===== src/rtl/pos_stream_reader_if.sv =====
// RAM-side and stream-side bus of pos_stream_reader. The master is the reader;
// the slave is the position RAM together with the downstream force pipeline.
interface pos_stream_reader_if #(
    parameter int DATA_WIDTH = 32,
    parameter int ADDR_WIDTH = 12
);
    logic [ADDR_WIDTH-1:0] mem_address;
    logic [DATA_WIDTH-1:0] mem_data;
    logic                  mem_wren;
    logic [DATA_WIDTH-1:0] mem_q;
    logic [DATA_WIDTH-1:0] out_data;
    logic                  out_valid;
    logic                  out_ready;
    logic                  out_last;

    modport master (
        output mem_address, mem_data, mem_wren, out_data, out_valid, out_last,
        input  mem_q, out_ready
    );
    modport slave (
        input  mem_address, mem_data, mem_wren, out_data, out_valid, out_last,
        output mem_q, out_ready
    );
endinterface


===== src/rtl/pos_stream_reader.sv =====
// Burst reader for the 2-cycle-latency position RAM with a credit-limited skid FIFO
// and an idle-time host write mux. Optional XOR checksum port: POS_STREAM_CHECKSUM_EN.
module pos_stream_reader #(
    parameter int DATA_WIDTH = 32,
    parameter int ADDR_WIDTH = 12,
    parameter int NUM_WORDS  = 3072,
    parameter int FIFO_DEPTH = 4
) (
    input  logic                  clock,
    input  logic                  rst,
    input  logic                  start,
    input  logic [ADDR_WIDTH-1:0] start_addr,
    input  logic [ADDR_WIDTH:0]   num_words,
    output logic                  busy,
    output logic                  done,
    input  logic                  host_wren,
    input  logic [ADDR_WIDTH-1:0] host_addr,
    input  logic [DATA_WIDTH-1:0] host_data,
`ifdef POS_STREAM_CHECKSUM_EN
    output logic [DATA_WIDTH-1:0] checksum,
`endif
    pos_stream_reader_if.master   bus
);
    localparam int LAT = 2;
    localparam int CW  = $clog2(FIFO_DEPTH + 1);
    localparam int CW1 = CW + 1;
    localparam int PW  = (FIFO_DEPTH > 1) ? $clog2(FIFO_DEPTH) : 1;
    localparam int NW  = ADDR_WIDTH + 1;

    typedef enum logic [1:0] {IDLE, ISSUE, DRAIN, FINISH} state_t;
    state_t state, state_nxt;

    logic [ADDR_WIDTH-1:0]                 rd_addr, addr_nxt;
    logic [NW-1:0]                         nw_clamp, issue_left, xfer_left;
    logic [CW-1:0]                         inflight, count;
    logic [PW-1:0]                         wp, rp;
    logic [FIFO_DEPTH-1:0][DATA_WIDTH-1:0] fifo_mem;
    logic [LAT:1]                          vld_q;
    logic [LAT:0]                          vld_pipe;
    logic                                  start_ok, issue, fifo_wr, fifo_rd;

    function automatic logic [PW-1:0] ptr_inc(input logic [PW-1:0] p);
        return (p == PW'(FIFO_DEPTH - 1)) ? '0 : p + 1'b1;
    endfunction

    assign start_ok = (state == IDLE) && start;
    assign nw_clamp = (num_words > NW'(NUM_WORDS)) ? NW'(NUM_WORDS) : num_words;
    assign addr_nxt = (rd_addr == ADDR_WIDTH'(NUM_WORDS - 1)) ? '0 : rd_addr + 1'b1;

    // The credit check ignores a same-cycle pop, so the FIFO can never overflow.
    assign issue    = (state == ISSUE) &&
                      (({1'b0, inflight} + {1'b0, count}) < CW1'(FIFO_DEPTH));
    assign vld_pipe = {vld_q, issue};
    assign fifo_wr  = vld_pipe[LAT];
    assign fifo_rd  = bus.out_valid && bus.out_ready;

    always_ff @(posedge clock or posedge rst) begin
        if (rst) state <= IDLE;
        else     state <= state_nxt;
    end

    always_comb begin
        state_nxt = state;
        case (state)
            IDLE:    if (start) state_nxt = (nw_clamp == '0) ? FINISH : ISSUE;
            ISSUE:   if (issue && issue_left == NW'(1)) state_nxt = DRAIN;
            DRAIN:   if (fifo_rd && xfer_left == NW'(1)) state_nxt = FINISH;
            default: state_nxt = IDLE;
        endcase
    end

    // Host path is gated by rst so the RAM sees no writes and a zero bus while in reset.
    always_comb begin
        busy            = (state != IDLE);
        done            = (state == FINISH);
        bus.mem_wren    = 1'b0;
        bus.mem_address = rd_addr;
        bus.mem_data    = '0;
        if (state == IDLE && !rst) begin
            bus.mem_wren    = host_wren;
            bus.mem_address = host_addr;
            bus.mem_data    = host_data;
        end
    end

    always_ff @(posedge clock or posedge rst) begin
        if (rst) begin
            rd_addr    <= '0;
            issue_left <= '0;
            xfer_left  <= '0;
        end else if (start_ok) begin
            rd_addr    <= start_addr;
            issue_left <= nw_clamp;
            xfer_left  <= nw_clamp;
        end else begin
            if (issue) begin
                rd_addr    <= addr_nxt;
                issue_left <= issue_left - 1'b1;
            end
            if (fifo_rd) xfer_left <= xfer_left - 1'b1;
        end
    end

    always_ff @(posedge clock or posedge rst) begin
        if (rst) begin
            vld_q    <= '0;
            inflight <= '0;
        end else begin
            vld_q <= vld_pipe[LAT-1:0];
            case ({issue, fifo_wr})
                2'b10:   inflight <= inflight + 1'b1;
                2'b01:   inflight <= inflight - 1'b1;
                default: ;
            endcase
        end
    end

    always_ff @(posedge clock or posedge rst) begin
        if (rst) begin
            fifo_mem <= '0;
            wp       <= '0;
            rp       <= '0;
            count    <= '0;
        end else begin
            if (fifo_wr) begin
                fifo_mem[wp] <= bus.mem_q;
                wp           <= ptr_inc(wp);
            end
            if (fifo_rd) rp <= ptr_inc(rp);
            case ({fifo_wr, fifo_rd})
                2'b10:   count <= count + 1'b1;
                2'b01:   count <= count - 1'b1;
                default: ;
            endcase
        end
    end

    assign bus.out_data  = fifo_mem[rp];
    assign bus.out_valid = (count != '0);
    // Driven by the transfer counter so it stays right across an address wrap.
    assign bus.out_last  = bus.out_valid && (xfer_left == NW'(1));

`ifdef POS_STREAM_CHECKSUM_EN
    always_ff @(posedge clock or posedge rst) begin
        if (rst)          checksum <= '0;
        else if (start_ok) checksum <= '0;
        else if (fifo_rd)  checksum <= checksum ^ bus.out_data;
    end
`endif

`ifndef SYNTHESIS
    fifo_no_overflow: assert property (@(posedge clock) disable iff (rst)
        !(fifo_wr && !fifo_rd && count == CW'(FIFO_DEPTH)));
`endif
endmodule


===== src/flat_wrapper.sv =====
// flat-port wrapper written by rule: the top's interface ports become plain ports
module pos_stream_reader_flat 
#(
    parameter int DATA_WIDTH = 32,
    parameter int ADDR_WIDTH = 12,
    parameter int NUM_WORDS  = 3072,
    parameter int FIFO_DEPTH = 4
)
  (clock, rst, start, start_addr, num_words, busy, done, host_wren, host_addr, host_data, bus_mem_address, bus_mem_data, bus_mem_wren, bus_out_data, bus_out_valid, bus_out_last, bus_mem_q, bus_out_ready);
  pos_stream_reader_if #(.DATA_WIDTH(DATA_WIDTH), .ADDR_WIDTH(ADDR_WIDTH)) bus_i ();
  input  logic clock;
  input  logic rst;
  input  logic start;
  input  logic [ADDR_WIDTH-1:0] start_addr;
  input  logic [ADDR_WIDTH:0] num_words;
  output logic busy;
  output logic done;
  input  logic host_wren;
  input  logic [ADDR_WIDTH-1:0] host_addr;
  input  logic [DATA_WIDTH-1:0] host_data;
  output wire logic [$bits(bus_i.mem_address)-1:0] bus_mem_address;
  output wire logic [$bits(bus_i.mem_data)-1:0] bus_mem_data;
  output wire logic [$bits(bus_i.mem_wren)-1:0] bus_mem_wren;
  output wire logic [$bits(bus_i.out_data)-1:0] bus_out_data;
  output wire logic [$bits(bus_i.out_valid)-1:0] bus_out_valid;
  output wire logic [$bits(bus_i.out_last)-1:0] bus_out_last;
  input wire logic [$bits(bus_i.mem_q)-1:0] bus_mem_q;
  input wire logic [$bits(bus_i.out_ready)-1:0] bus_out_ready;
  assign bus_mem_address = bus_i.mem_address;
  assign bus_mem_data = bus_i.mem_data;
  assign bus_mem_wren = bus_i.mem_wren;
  assign bus_out_data = bus_i.out_data;
  assign bus_out_valid = bus_i.out_valid;
  assign bus_out_last = bus_i.out_last;
  assign bus_i.mem_q = bus_mem_q;
  assign bus_i.out_ready = bus_out_ready;
  pos_stream_reader #(.DATA_WIDTH(DATA_WIDTH), .ADDR_WIDTH(ADDR_WIDTH), .NUM_WORDS(NUM_WORDS), .FIFO_DEPTH(FIFO_DEPTH)) u_core (.clock(clock), .rst(rst), .start(start), .start_addr(start_addr), .num_words(num_words), .busy(busy), .done(done), .host_wren(host_wren), .host_addr(host_addr), .host_data(host_data), .bus(bus_i));
endmodule

===== config.mk =====
export PLATFORM = sky130hd
export DESIGN_NAME = pos_stream_reader_flat
export DESIGN_NICKNAME = d
export VERILOG_FILES = /design/src/rtl/pos_stream_reader_if.sv /design/src/rtl/pos_stream_reader.sv /design/src/flat_wrapper.sv
export SDC_FILE = /design/constraint.sdc
export NUM_CORES = 1
export LEC_CHECK = 0
export ABC_AREA = 1
export ABC_CLOCK_PERIOD_IN_PS = 5400
export BUFFER_PORTS_ARGS = -buffer_cell sky130_fd_sc_hd__buf_2
export CAP_MARGIN = 30
export CORE_MARGIN = 2
export CORE_UTILIZATION = 45
export DETAILED_ROUTE_END_ITERATION = 6
export PLACE_DENSITY_LB_ADDON = 0.3
export SYNTH_ARGS = -nofsm -noshare
export SYNTH_HDL_FRONTEND = slang
export SYNTH_SLANG_ARGS = --single-unit

===== constraint.sdc =====
create_clock -name clock -period 5.4 [get_ports clock]
set_input_delay 0.27 -clock clock [delete_from_list [all_inputs] [get_ports clock]]
set_output_delay 0.27 -clock clock [all_outputs]
set_load 0.1 [all_outputs]

==> results of run 1 <==
-- kinds of logic after synthesis --
kind of cell	share of synthesized area, %
and+or+nand+nor	21.85
adders and majority gates	2.984
buffers and inverters	8.548
muxes	0.1210
DFF	48.39
AOI/OAI and AO/OA	17.26
xor gates and xnor gates	0.8468
-- per-stage QoR --
| stage | instances | setup slack (ns) | utilization, % | hold slack [ns] |
|---|---|---|---|---|
| after global routing | 1627 | 1.680 | 54.78 | 0.06515 |
| after detailed placement | 1593 | 2.501 | 51.61 | 0.3403 |
| final | 1627 | 2.062 | 54.78 | 0.05162 |
| after global placement | 1588 | 2.590 | 51.08 | 0.3338 |
| after floorplan | 1188 | 0.2437 | - | 0.3312 |
| after CTS | 1626 | 1.965 | 54.65 | 0.03602 |
-- timing repair --
action / 4_1_cts / 5_1_grt
setup buffers: 0 / 0
endpoints found under the setup margin: 0 / 0
hold buffers: 1 / 0
resized for setup: 0 / 0
hold endpoints to repair: 25 / 0
-- worst min-delay path, cell delays in order --
cell and delay [ns]:
buf_2 0.07, nand2_1 0.04, nand3_1 0.07
-- cells in the final DEF, fill, tap and decap left out, types with 3 or more instances in the layout --
master | netlist | final
a22oi_1 | 3 | 3
o211ai_1 | 10 | 10
xor2_1 | 6 | 6
o22ai_1 | 32 | 32
buf_4 | 3 | 7
nor3_1 | 7 | 7
nand3_1 | 51 | 51
buf_12 | 0 | 4
xnor2_1 | 3 | 3
clkinv_2 | 0 | 3
inv_1 | 129 | 127
nor2_1 | 156 | 156
nand4_1 | 13 | 13
nor2_2 | 8 | 8
buf_2 | 12 | 186
ha_1 | 19 | 19
o21ai_0 | 217 | 217
dfrtp_1 | 180 | 179
a21oi_1 | 19 | 19
clkinv_4 | 0 | 3
nand2_1 | 227 | 222
inv_2 | 6 | 7
nand2_2 | 1 | 6
inv_6 | 0 | 3
a31oi_1 | 6 | 6
o21ai_1 | 5 | 5
clkbuf_16 | 0 | 17
bufinv_16 | 0 | 3
-- final cells by class --
| cell class | instances | area, um2 | share of cell area, % |
|---|---|---|---|
| well taps | 270 | 337.8 | 3.038 |
| clock inverters | 14 | 176.4 | 1.586 |
| clock buffers | 18 | 429.2 | 3.859 |
| inverters | 136 | 521.8 | 4.692 |
| repair buffers | 200 | 1129 | 10.15 |
| flip-flops and latches | 180 | 4506 | 40.52 |
| multi-input cells | 809 | 4021 | 36.16 |
-- worst max-delay path by stage --
stage | start | to
after global placement | rst | bus_mem_address[8]
final | rst | bus_mem_address[8]
after CTS | rst | bus_mem_address[8]
after detailed placement | rst | bus_mem_address[8]
after global routing | rst | bus_mem_address[0]
after floorplan | rst | bus_mem_address[10]
-- per-layer routing --
layer  wire, um  vias up  share of wire (%)
li1           -     4181                  -
met1      10270     3972                 44
met2      11390      259                 49
met3       1383       27                5.9
met4        360        0                1.5
met5          0        -                  0
-- flip-flops by register name, summed over array words and instances (netlist names) --
| signal | flops |
|---|---|
| u_core.fifo_mem | 128 |
| u_core.issue_left | 13 |
| u_core.xfer_left | 13 |
| u_core.rd_addr | 12 |
| u_core.count | 3 |
| u_core.inflight | 3 |
| u_core.rp | 2 |
| u_core.state | 2 |
| u_core.vld_q | 2 |
| u_core.wp | 2 |
==> flow_metrics.py, run 1 <==
metrics = {
    "outcome": {
        "status": "complete, no violations",
    },
    "timing": {
        "fin_skew_ns": 0.01156,
        "final_hold_viol_count": 0,
        "setup_viol": 0,
        "period_share_pct": 61.81,
        "maxSlewViolCount": 0,
        "tns_ns": 0,
        "rsz0062_at_grt": "false",
        "slew_headroom_pct": 38.13,
        "timing.final.crit_period_ns": 3.338,
        "max_freq_mhz": 299.6,
        "worstMarginPinSlew_ns": 0.9247,
    },
    "setup_path": {
        "cp_max_fo": 56,
        "regToRegEndpoint": "u_core.inflight[1]$_DFFE_PP0P_",
        "critical_path.cell_chain": "dlygate4sd3_1 > buf_2 > clkinvlp_4 > nand2_2 > mux2_2 > buf_2",
        "worst-endpoint-required_ns": 5.13,
        "reg2reg_depth": 11,
        "path_buf_inv": 4,
        "slowest_delay_ns": 0.92,
        "path_delay_family": "buffers and inverters",
        "path_common_cell": "buf_2",
        "critPathKind": "in2out",
        "crit_cells": 6,
        "worst_setup_path_start_kind": "input pin",
        "reg2reg_from": "u_core.state[1]$_DFFE_PP0P_",
        "worstSetupEndpointType": "output port",
        "cp.arrival_ns": 3.07,
        "cp_slowest_cell": "nand2_2",
        "rrSetupSlack_ns": 3.07,
    },
    "min_path": {
        "hold_path_depth": 3,
        "hold_end": "u_core.rd_addr[1]$_DFFE_PP0P_",
        "min_path_type": "in2reg",
        "hp-start": "start_addr[1]",
    },
    "global_route": {
        "grt_overflow": 0,
        "gr-usage-met3_pct": 3.642,
        "track_usage_pct": 21.59,
        "grt_pass1_vias": 7799,
        "met2_usage_pct": 36.19,
        "met1_usage_pct": 29.29,
        "grt_max_degree": 76,
        "antenna_found_initial": 0,
        "grt_pass1_wl_um": 38130,
        "grt-busiest-layer": "met2",
    },
    "synth": {
        "syn-cell-area_mm2": 0.009309,
        "dominantRegCellSynth": "dfrtp_1",
        "avgSynthCellArea_um2": 7.836,
        "synth_top_area_share_pct": 48.39,
        "synth_common_cells": "nand2_1, o21ai_0, dfrtp_1, nor2_1, inv_1",
        "synth_edf_count": 0,
        "async_reset_ff_share_pct": 100.0,
        "synth-seq-cells": 180,
        "ys_warn_count": 0,
        "synth-seq-area-share_pct": 48.39,
        "netlist_top_cells_area": "dfrtp_1, o21ai_0, nand2_1",
        "yosys.area.top_type": "dfrtp_1",
        "yosysMostFrequentCell": "nand2_1",
        "syn_inst": 1188,
        "yosysUniqueCellTypes": 47,
        "syn-num-nets": 1315,
    },
    "placement": {
        "hpwl_um": 15440,
        "finalWeightedCongestion": 0.8809,
        "port_buffers": 186,
        "place_area_mm2": 0.01048,
    },
    "detailed_routing": {
        "viasPerCell": 5.187,
        "firstDrtPassIters": 5,
        "drt-total-wl_um": 23400,
        "postRouteAntennaNets": 0,
        "drc": 0,
        "drtIter0Drc": 437,
        "wire_per_inst_um": 14.38,
        "vias": 8439,
    },
    "finish": {
        "syn_to_final_growth_pct": 19.46,
        "n_antenna_cell": 0,
        "final_area_mm2": 0.01112,
        "num-nets-final": 1471,
        "fillers": 1929,
        "layout-drive-gt1-share_pct": 19.82,
    },
    "clocking": {
        "cts_tree": "done",
        "cts_max_level": 4,
        "cts-root-buf": "clkbuf_16",
        "clk_pin_slew_ns": 0.07,
        "numCtsBuffers": 17,
        "ctsLongestPathBuffers": 2,
        "clk_latency_ns": 0.43,
        "clock-sinks": 180,
    },
    "die": {
        "start_util_pct": 45.86,
        "design.core.area_mm2": 0.02030,
        "die_y_um": 147.8,
        "dieArea_mm2": 0.02185,
        "core.rowCount": 52,
        "ioPinCount": 187,
        "die_w_um": 147.8,
    },
    "flow_run": {
        "drv_cap": 0,
    },
}
Power of run 1 is not shown: default switching activity piles up to over one toggle a cycle in this logic, so the estimate is an artifact.
==> run 2, diff against run 1 <==
- ABC_CLOCK_PERIOD_IN_PS: 5400 -> 3300
- clock period: 5.4 -> 3.3 ns (I/O delays scaled with it)
==> run 2 against run 1 <==
- flip-flop and latch count did not move
- worst setup slack got worse by 1.6 ns
- first-iteration DRC count rose by 50%
- hold slack got worse by 0.0038 ns
- design area rose by 4.4%
- via count rose by 0.11%
- global-route usage rose by 0.51 points
- cell count rose by 0.68%
- die area did not move
- count of clock-buffer cells in the layout rose by 2
- sequential share of layout area fell by 1.7 points
- largest cell class unchanged
==> flow_metrics.py, run 2 (synthesis gave the netlist of run 1 again) <==
metrics = {
    "global_route": {
        "track_usage_pct": 22.10,
        "grt_overflow": 0,
        "grt_pass1_wl_um": 39510,
        "grt_max_degree": 177,
        "antenna_found_initial": 0,
        "grt_pass1_vias": 8032,
    },
    "clocking": {
        "cts-root-buf": "clkbuf_16",
        "numCtsBuffers": 17,
        "clk_latency_ns": 0.43,
        "ctsLongestPathBuffers": 2,
        "cts_tree": "done",
        "clock-sinks": 180,
        "cts_max_level": 4,
        "cts_resized": 0,
        "clk_pin_slew_ns": 0.07,
    },
    "finish": {
        "regMostFlops": "u_core.fifo_mem",
        "fillers": 1863,
        "layout_common_cells": "nand2_1, o21ai_0, buf_2",
        "num-nets-final": 1481,
        "instances_no_fill": 1638,
        "largest_register_ff_count": 128,
        "syn_to_final_growth_pct": 24.74,
        "layout_commonest_cell": "nand2_1",
        "largestRegisters": "u_core.fifo_mem (128), u_core.issue_left (13), u_core.xfer_left (13)",
        "layout-drive-gt1-share_pct": 23.41,
    },
    "setup_path": {
        "worst_setup_path_start_kind": "flip-flop",
        "slowest_delay_ns": 0.43,
        "worst-endpoint-required_ns": 3.13,
        "cp.arrival_ns": 2.63,
        "cp_max_fo": 30,
        "critPathKind": "reg2out",
        "cp_slowest_cell": "dfrtp_1",
        "worstSetupEndpointType": "output port",
        "critical_path.cell_chain": "inv_1 > ha_1 > nand2_4 > buf_4 > nor2_4 > buf_2",
    },
    "detailed_routing": {
        "viasPerCell": 5.158,
        "drt-total-wl_um": 23630,
        "wire_per_inst_um": 14.43,
        "vias": 8448,
        "firstDrtPassIters": 5,
        "drc": 0,
        "postRouteAntennaNets": 0,
        "drtIter0Drc": 657,
    },
    "timing": {
        "final_hold_viol_count": 0,
        "timing.final.crit_period_ns": 2.794,
        "max_freq_mhz": 357.9,
        "maxSlewViolCount": 0,
        "fin_skew_ns": 0.008570,
        "setup_viol": 0,
        "rsz0062_at_grt": "false",
        "whs_ns": 0.04784,
        "period_share_pct": 84.68,
        "slew_headroom_pct": 36.28,
        "worstMarginPinSlew_ns": 0.9558,
    },
    "die": {
        "design.core.area_mm2": 0.02030,
        "ioPinCount": 187,
        "dieArea_mm2": 0.02185,
        "die_y_um": 147.8,
        "start_util_pct": 45.86,
        "die_w_um": 147.8,
        "core.rowCount": 52,
    },
    "placement": {
        "finalWeightedCongestion": 0.8828,
        "port_buffers": 186,
        "dp_cells": 1595,
        "hpwl_um": 15830,
    },
    "min_path": {
        "min_path_type": "in2reg",
    },
    "flow_run": {
        "drv_cap": 0,
    },
    "outcome": {
        "status": "complete, no violations",
    },
}
-- run 2: cell count changes in the layout (fill, tap and decap cells not counted), moves of 6 or more --
cell / delta
a21oi_1: -11
nor2_2: +6
nor2_4: +33
dlygate4sd3_1: +9
a21oi_4: +11
nor2_1: -39
-- run 2: worst paths after layout --
kind	start	to	slack [ns]	cells after the start
worst max-delay path	u_core.state[0]$_DFFE_PP0P_	bus_mem_data[3]	0.51	6
worst min-delay path	bus_mem_q[7]	u_core.fifo_mem[103]$_DFFE_PP0P_	0.05	3
worst max register to register	u_core.state[1]$_DFFE_PP0P_	u_core.inflight[1]$_DFFE_PP0P_	1.07	11
worst min register to register	u_core.vld_q[1]$_DFF_PP0_	u_core.vld_q[2]$_DFF_PP0_	0.36	0
max in group asynchronous	rst	u_core.rp[0]$_DFFE_PP0P_	1.82	4
min in group asynchronous	rst	u_core.fifo_mem[92]$_DFFE_PP0P_	0.22	3
-- run 2: layout make-up --
class	instances	area, um2	area share, %
tap	270	337.8	2.909
antenna	1	2.502	0.02155
sequential	180	4506	38.80
inverter	136	521.8	4.493
clock buffer	20	456.7	3.933
timing repair buffer	210	1231	10.60
clock inverter	12	143.9	1.239
multi-input combinational	809	4413	38.00
-- run 2: per-layer routing --
layer  wire length, um  global-route usage [%]
met4               261                   4.905
met3              1192                   3.457
met2             11460                   36.81
met5                 0                       0
met1             10720                   30.72
-- run 2: worst max-delay path, delay by kind of cell (launching register included) --
kind	cells	cell delay, ns
buffers and inverters	3	0.96
AND/OR/NAND/NOR	2	0.50
flip-flops	1	0.43
adder cells (fa/ha/maj)	1	0.28
-- run 2: repair_timing --
item                                    in CTS  in global routing
hold buffers                                10                  0
endpoints found under the setup margin       0                  0
buffers inserted                             0                  0
hold endpoints to repair                    13                  0
-- run 2: per-stage QoR --
stage	setup slack, ns	TNS, ns	cell area (um2)	util, %
after CTS	0.4913	0	11610	57.19
after global placement	1.030	0	10870	53.54
after floorplan	-0.8354	-34.05	9727	-
final	0.5057	0	11610	57.21
after global routing	0.3615	0	11610	57.19
after detailed placement	0.9663	0	10910	53.74
Power of run 2 is left out for the same reason.
